## src/rtl/lsu_byte_sequencer.sv

```systemverilog
// Byte-serial load/store sequencer: one LSU request in flight, split into byte
// beats on the memory bus, with load data assembled and sign/zero-extended.
module lsu_byte_sequencer #(
  parameter int ADDR_W = 32
) (
  input  logic              clk,
  input  logic              rst,
  input  logic              req_valid,
  output logic              req_ready,
  input  logic              req_we,
  input  logic [1:0]        req_size,
  input  logic              req_unsigned,
  input  logic [ADDR_W-1:0] req_addr,
  input  logic [31:0]       req_wdata,
  output logic              mem_valid,
  input  logic              mem_ready,
  output logic              mem_we,
  output logic [ADDR_W-1:0] mem_addr,
  output logic [7:0]        mem_wdata,
  input  logic [7:0]        mem_rdata,
  output logic              resp_valid,
  output logic [31:0]       resp_rdata,
  output logic              resp_err
);

  typedef enum logic [1:0] {IDLE, BEAT, RESP} state_t;

  state_t              state_reg, state_next;
  logic                we_reg;
  logic [1:0]          size_reg;
  logic                uns_reg;
  logic [ADDR_W-1:0]   addr_reg;
  logic [31:0]         wdata_reg;
  logic                err_reg;
  logic [1:0]          k_reg;
  logic [1:0]          n_last_reg;
  logic [31:0]         buf_reg;

  logic                accept;
  logic                req_err;
  logic                beat_done;
  logic                last_beat;
  logic [1:0]          req_n_last;
  logic [31:0]         load_ext;
  logic [7:0]          wdata_byte;

  assign accept    = req_valid && req_ready;
  assign beat_done = (state_reg == BEAT) && mem_ready;
  assign last_beat = (k_reg == n_last_reg);

  // Illegal size or misaligned half/word never reaches the memory bus.
  assign req_err = (req_size == 2'b11) ||
                   ((req_size == 2'b01) && req_addr[0]) ||
                   ((req_size == 2'b10) && (req_addr[1:0] != 2'b00));

  always_comb begin
    req_n_last = 2'd0;
    case (req_size)
      2'b00:   req_n_last = 2'd0;
      2'b01:   req_n_last = 2'd1;
      default: req_n_last = 2'd3;
    endcase
  end

  // State register
  always_ff @(posedge clk or negedge rst) begin
    if (!rst) state_reg <= IDLE;
    else      state_reg <= state_next;
  end

  // Next-state logic
  always_comb begin
    state_next = state_reg;
    case (state_reg)
      IDLE:    if (accept) state_next = req_err ? RESP : BEAT;
      BEAT:    if (beat_done && last_beat) state_next = RESP;
      RESP:    state_next = IDLE;
      default: state_next = IDLE;
    endcase
  end

  // Request latch, beat counter and load assembly buffer
  always_ff @(posedge clk or negedge rst) begin
    if (!rst) begin
      we_reg     <= 1'b0;
      size_reg   <= 2'b00;
      uns_reg    <= 1'b0;
      addr_reg   <= '0;
      wdata_reg  <= 32'd0;
      err_reg    <= 1'b0;
      k_reg      <= 2'd0;
      n_last_reg <= 2'd0;
      buf_reg    <= 32'd0;
    end else if (accept) begin
      we_reg     <= req_we;
      size_reg   <= req_size;
      uns_reg    <= req_unsigned;
      addr_reg   <= req_addr;
      wdata_reg  <= req_wdata;
      err_reg    <= req_err;
      k_reg      <= 2'd0;
      n_last_reg <= req_n_last;
      buf_reg    <= 32'd0;
    end else if (beat_done) begin
      k_reg <= k_reg + 2'd1;
      if (!we_reg) buf_reg[{k_reg, 3'b000} +: 8] <= mem_rdata;
    end
  end

  always_comb begin
    wdata_byte = wdata_reg[7:0];
    case (k_reg)
      2'd0: wdata_byte = wdata_reg[7:0];
      2'd1: wdata_byte = wdata_reg[15:8];
      2'd2: wdata_byte = wdata_reg[23:16];
      2'd3: wdata_byte = wdata_reg[31:24];
      default: wdata_byte = wdata_reg[7:0];
    endcase
  end

  always_comb begin
    load_ext = buf_reg;
    case (size_reg)
      2'b00:   load_ext = {{24{~uns_reg & buf_reg[7]}},  buf_reg[7:0]};
      2'b01:   load_ext = {{16{~uns_reg & buf_reg[15]}}, buf_reg[15:0]};
      default: load_ext = buf_reg;
    endcase
  end

  // Output logic: everything idles at zero outside its own state
  always_comb begin
    req_ready  = rst && (state_reg == IDLE);
    mem_valid  = 1'b0;
    mem_we     = 1'b0;
    mem_addr   = '0;
    mem_wdata  = 8'd0;
    resp_valid = 1'b0;
    resp_rdata = 32'd0;
    resp_err   = 1'b0;
    case (state_reg)
      BEAT: begin
        mem_valid = 1'b1;
        mem_we    = we_reg;
        mem_addr  = addr_reg + ADDR_W'(k_reg);
        mem_wdata = wdata_byte;
      end
      RESP: begin
        resp_valid = 1'b1;
        resp_err   = err_reg;
        resp_rdata = (we_reg || err_reg) ? 32'd0 : load_ext;
      end
      default: ;
    endcase
  end

endmodule
```

## config.mk

```make
export PLATFORM = sky130hd
export DESIGN_NAME = lsu_byte_sequencer
export DESIGN_NICKNAME = d
export VERILOG_FILES = /design/src/rtl/lsu_byte_sequencer.sv
export SDC_FILE = /design/constraint.sdc
export NUM_CORES = 1
export LEC_CHECK = 0
export CAP_MARGIN = 30
export CORE_MARGIN = 10
export CORE_UTILIZATION = 41
export CTS_CLUSTER_SIZE = 8
export DETAILED_ROUTE_END_ITERATION = 8
export PLACE_DENSITY = 0.73
export SYNTH_ARGS = -nofsm -noshare
export SYNTH_HDL_FRONTEND = slang
export SYNTH_SLANG_ARGS = --single-unit
export TNS_END_PERCENT = 20
```

## constraint.sdc

```tcl
create_clock -name clk -period 4.03 [get_ports clk]
set_input_delay 1.0075 -clock clk [delete_from_list [all_inputs] [get_ports clk]]
set_output_delay 1.0075 -clock clk [all_outputs]
set_load 0.05 [all_outputs]
```

==> impl_metrics.csv <==
group,metric,value,unit
sta,clock-skew-final,6.350,ps
sta,totalNegativeSetupSlack,0,ps
worst_setup_path,critical_path_class,"reg -> out",
logic_synthesis,yosys.area.top_type_share,0.4763,
global_route,grt_pass1_wl,27.79,mm
logic_synthesis,synth_area,0.005622,mm^2
logic_synthesis,yosysTopAreaCell,"dfrtp_1",
place,gp_congestion,0.9106,
pwr,leakagePower,0.003538,uW
run,timing.max_cap.violations,0,
sta,final_max_slew_viol_count,0,
drt,first_pass_iters,6,
sta,setup_viol,0,
logic_synthesis,synth_nets,781,
sta,rsz0062_at_grt,"yes",
clock_network,cts_tree,"built",
worst_setup_path,startpoint_type,"flop",
sta,relSlewSlack,0.4499,
worst_hold_path,holdCritStartpoint,"wdata_reg[20]",
clock_network,cts.path.max_buffers,2,
logic_synthesis,ys_warn_count,0,
worst_setup_path,reg2reg_slack,1790,ps
logic_synthesis,synth_cell_types,44,
sta,hold_violations,0,
pwr,power.density,655.7,mW/mm^2
drt,drc,0,
die,num_rows,42,
drt,drt-initial-drc-count,382,
sta,fmax,0.2562,GHz
sta,period_needed,3903,ps
global_route,grt_max_degree,66,
global_route,grt_pass1_vias,5428,
pwr,peakVddDrop,321.8,uV
logic_synthesis,synth_cells,693,
logic_synthesis,yosysSeqAreaShare,0.4763,
logic_synthesis,synth_area_leaders,"dfrtp_1 (48%), nand2_1 (16%), a21oi_1 (4.7%)",
die,die-area,0.01880,mm^2
worst_hold_path,holdPathStages,2,
worst_setup_path,timing.rr.end,"buf_reg[2]",
place,io_buffers,156,
drt,wl,17.35,mm
drt,drt-wirelength-per-cell,17.15,um
final_layout,drive_above_1_share,0.06826,
worst_setup_path,worst_path_max_delay_cell,"or4_4",
clock_network,post_cts_buffers,0,
sta,period_share,0.9685,
clock_network,clk_latency,350,ps
logic_synthesis,synth_ff_type,"dfrtp_1",
worst_setup_path,critPathCaptureType,"primary output",
clock_network,cts_num_sinks,107,
place,dp_hpwl,13.09,mm
die,die_w,137.1,um
worst_setup_path,arrival,2900,ps
worst_setup_path,critPathBufInv,1,
clock_network,h-tree-depth,3,
outcome,status,"complete, no violations",
logic_synthesis,yosys-top-cells-count,"nand2_1 (237), dfrtp_1 (107), a21oi_1 (53)",
clock_network,clk_pin_slew,60,ps
final_layout,area_growth,38.06,%
worst_setup_path,r2r_cells,8,
final_layout,layout.nets,919,
worst_setup_path,worstPathRequired,3020,ps
global_route,grt_usage,0.1847,
global_route,gr-total-overflow,0,
logic_synthesis,synth.most_common_cell,"nand2_1",
clock_network,cts-root-buf,"clkbuf_16",
die,initial_core_util,0.4212,
die,fp.coreArea,0.01335,mm^2
worst_setup_path,cp_cell_sequence,"ha_1 -> fa_1 -> nand4_1 -> or4_4 -> or4_1 -> a21oi_1 -> buf_12",
sta,worst_slew_pin_slew,825.2,ps
die,fp.dieH,137.1,um
worst_hold_path,hp-class,"reg -> reg",
worst_setup_path,setup.worst_path.start,"addr_reg[0]",
logic_synthesis,synth-async-reset-ratio,1.000,
global_route,antenna_found_initial,0,
die,io_pins,157,
clock_network,cts-buffers-inserted,9,
worst_setup_path,critPathMaxStageDelay,580,ps
drt,viasPerCell,5.294,
logic_synthesis,ys_ff_latch,107,
logic_synthesis,syn_area_per_cell,8.112,um^2
worst_setup_path,path_max_fanout,16,
worst_setup_path,path_delay_family,"simple AND/OR/NAND/NOR gates",
drt,ant_nets,0,
pwr,power,5089,uW
worst_hold_path,min_to,"wdata_reg[20]",
logic_synthesis,synth-edff-count,0,
worst_setup_path,r2r-start,"k_reg[0]",
drt,vias,5358,
report_power, final:
| group | switching, uW | internal [uW] | total (uW) | leakage [uW] |
|---|---|---|---|---|
| registers | 412 | 1520 | 1930 | 0.00138 |
| clock network | 378 | 433 | 810 | 0.000126 |
| logic | 1480 | 872 | 2350 | 0.00204 |
how the worst max path moves through the flow:
stage / end / slack [ps] / cells after the start
finish: mem_addr[30] / 130 / 7
global route: mem_addr[28] / -60 / 7
CTS: mem_addr[17] / 4 / 5
detailed placement: mem_addr[30] / 370 / 7
global placement: mem_addr[17] / 440 / 5
floorplan: mem_addr[20] / 180 / 7
layout by cell type, fill, tap and decap left out, types with 3 or more instances in the layout:
cell type / netlist / routed
clkdlybuf4s50_1: 0 / 125
nor3_1: 6 / 6
a222oi_1: 8 / 8
a22o_1: 16 / 16
o21ai_1: 3 / 3
or3_1: 9 / 9
buf_4: 0 / 24
inv_1: 33 / 33
clkbuf_1: 37 / 3
o21ai_0: 36 / 36
xor2_1: 5 / 5
o31ai_1: 12 / 12
clkbuf_16: 0 / 9
nor4_1: 3 / 3
dlymetal6s2s_1: 0 / 6
and4_1: 4 / 4
ha_1: 7 / 7
nand2_1: 237 / 237
nor2_1: 31 / 31
nand4_1: 9 / 9
and2_1: 14 / 14
a21oi_1: 53 / 53
nand2b_1: 3 / 3
buf_12: 0 / 14
dfrtp_1: 107 / 107
nand3_1: 10 / 10
or4_1: 13 / 12
xnor2_1: 9 / 9
worst register-to-register path, stage by stage (launching register included):
cell	delay (ps)
dfrtp_1	380
buf_4	160
inv_1	150
ha_1	540
inv_1	150
nor4_1	280
buf_4	210
nand2_1	60
o21ai_0	210
per-layer routing:
metal	vias to the layer above	wire length, um	track usage
met4	0	386	0.06674
met3	29	1210	0.05755
met5	-	0	0
li1	2610	-	-
met2	189	8571	0.3080
met1	2530	7185	0.2191
area by class of cell:
class | instances | area (um^2)
clock inverter | 2 | 12.51
tap | 176 | 220.2
antenna | 1 | 2.502
inverter | 33 | 123.9
timing repair buffer | 169 | 1787
sequential | 107 | 2678
fill | 1187 | 5587
multi-input combinational | 511 | 2688
clock buffer | 13 | 250.2
metrics by stage:
| step | worst slack [ps] | hold slack, ps | instance area (um^2) | cells | utilization |
|---|---|---|---|---|---|
| 2_1_floorplan | 182.2 | 441.8 | 5622 | 693 | - |
| 3_3_place_gp | 439.0 | 456.7 | 7470 | 995 | 0.5596 |
| 3_5_place_dp | 374.4 | 462.2 | 7477 | 996 | 0.5602 |
| 4_1_cts | 3.565 | 478.9 | 7744 | 1011 | 0.5801 |
| 5_1_grt | -62.21 | 504.1 | 7759 | 1011 | 0.5813 |
| 6_report | 126.9 | 477.9 | 7761 | 1012 | 0.5815 |
cells by family after synthesis:
family | synth area share
AOI/OAI and AO/OA | 0.1473
xor gates and xnor gates | 0.02181
adders and majority gates | 0.01914
buffers and inverters | 0.05186
DFF | 0.4763
muxes | 0.003561
and+or+nand+nor | 0.2800
what timing repair did:
| item | in CTS | in global routing |
|---|---|---|
| hold buffers | 0 | 0 |
| setup endpoints to repair | 3 | 11 |
| gates resized for setup | 1 | 6 |
| hold endpoints to repair | 0 | 0 |
(Power assumes the default switching activity.)
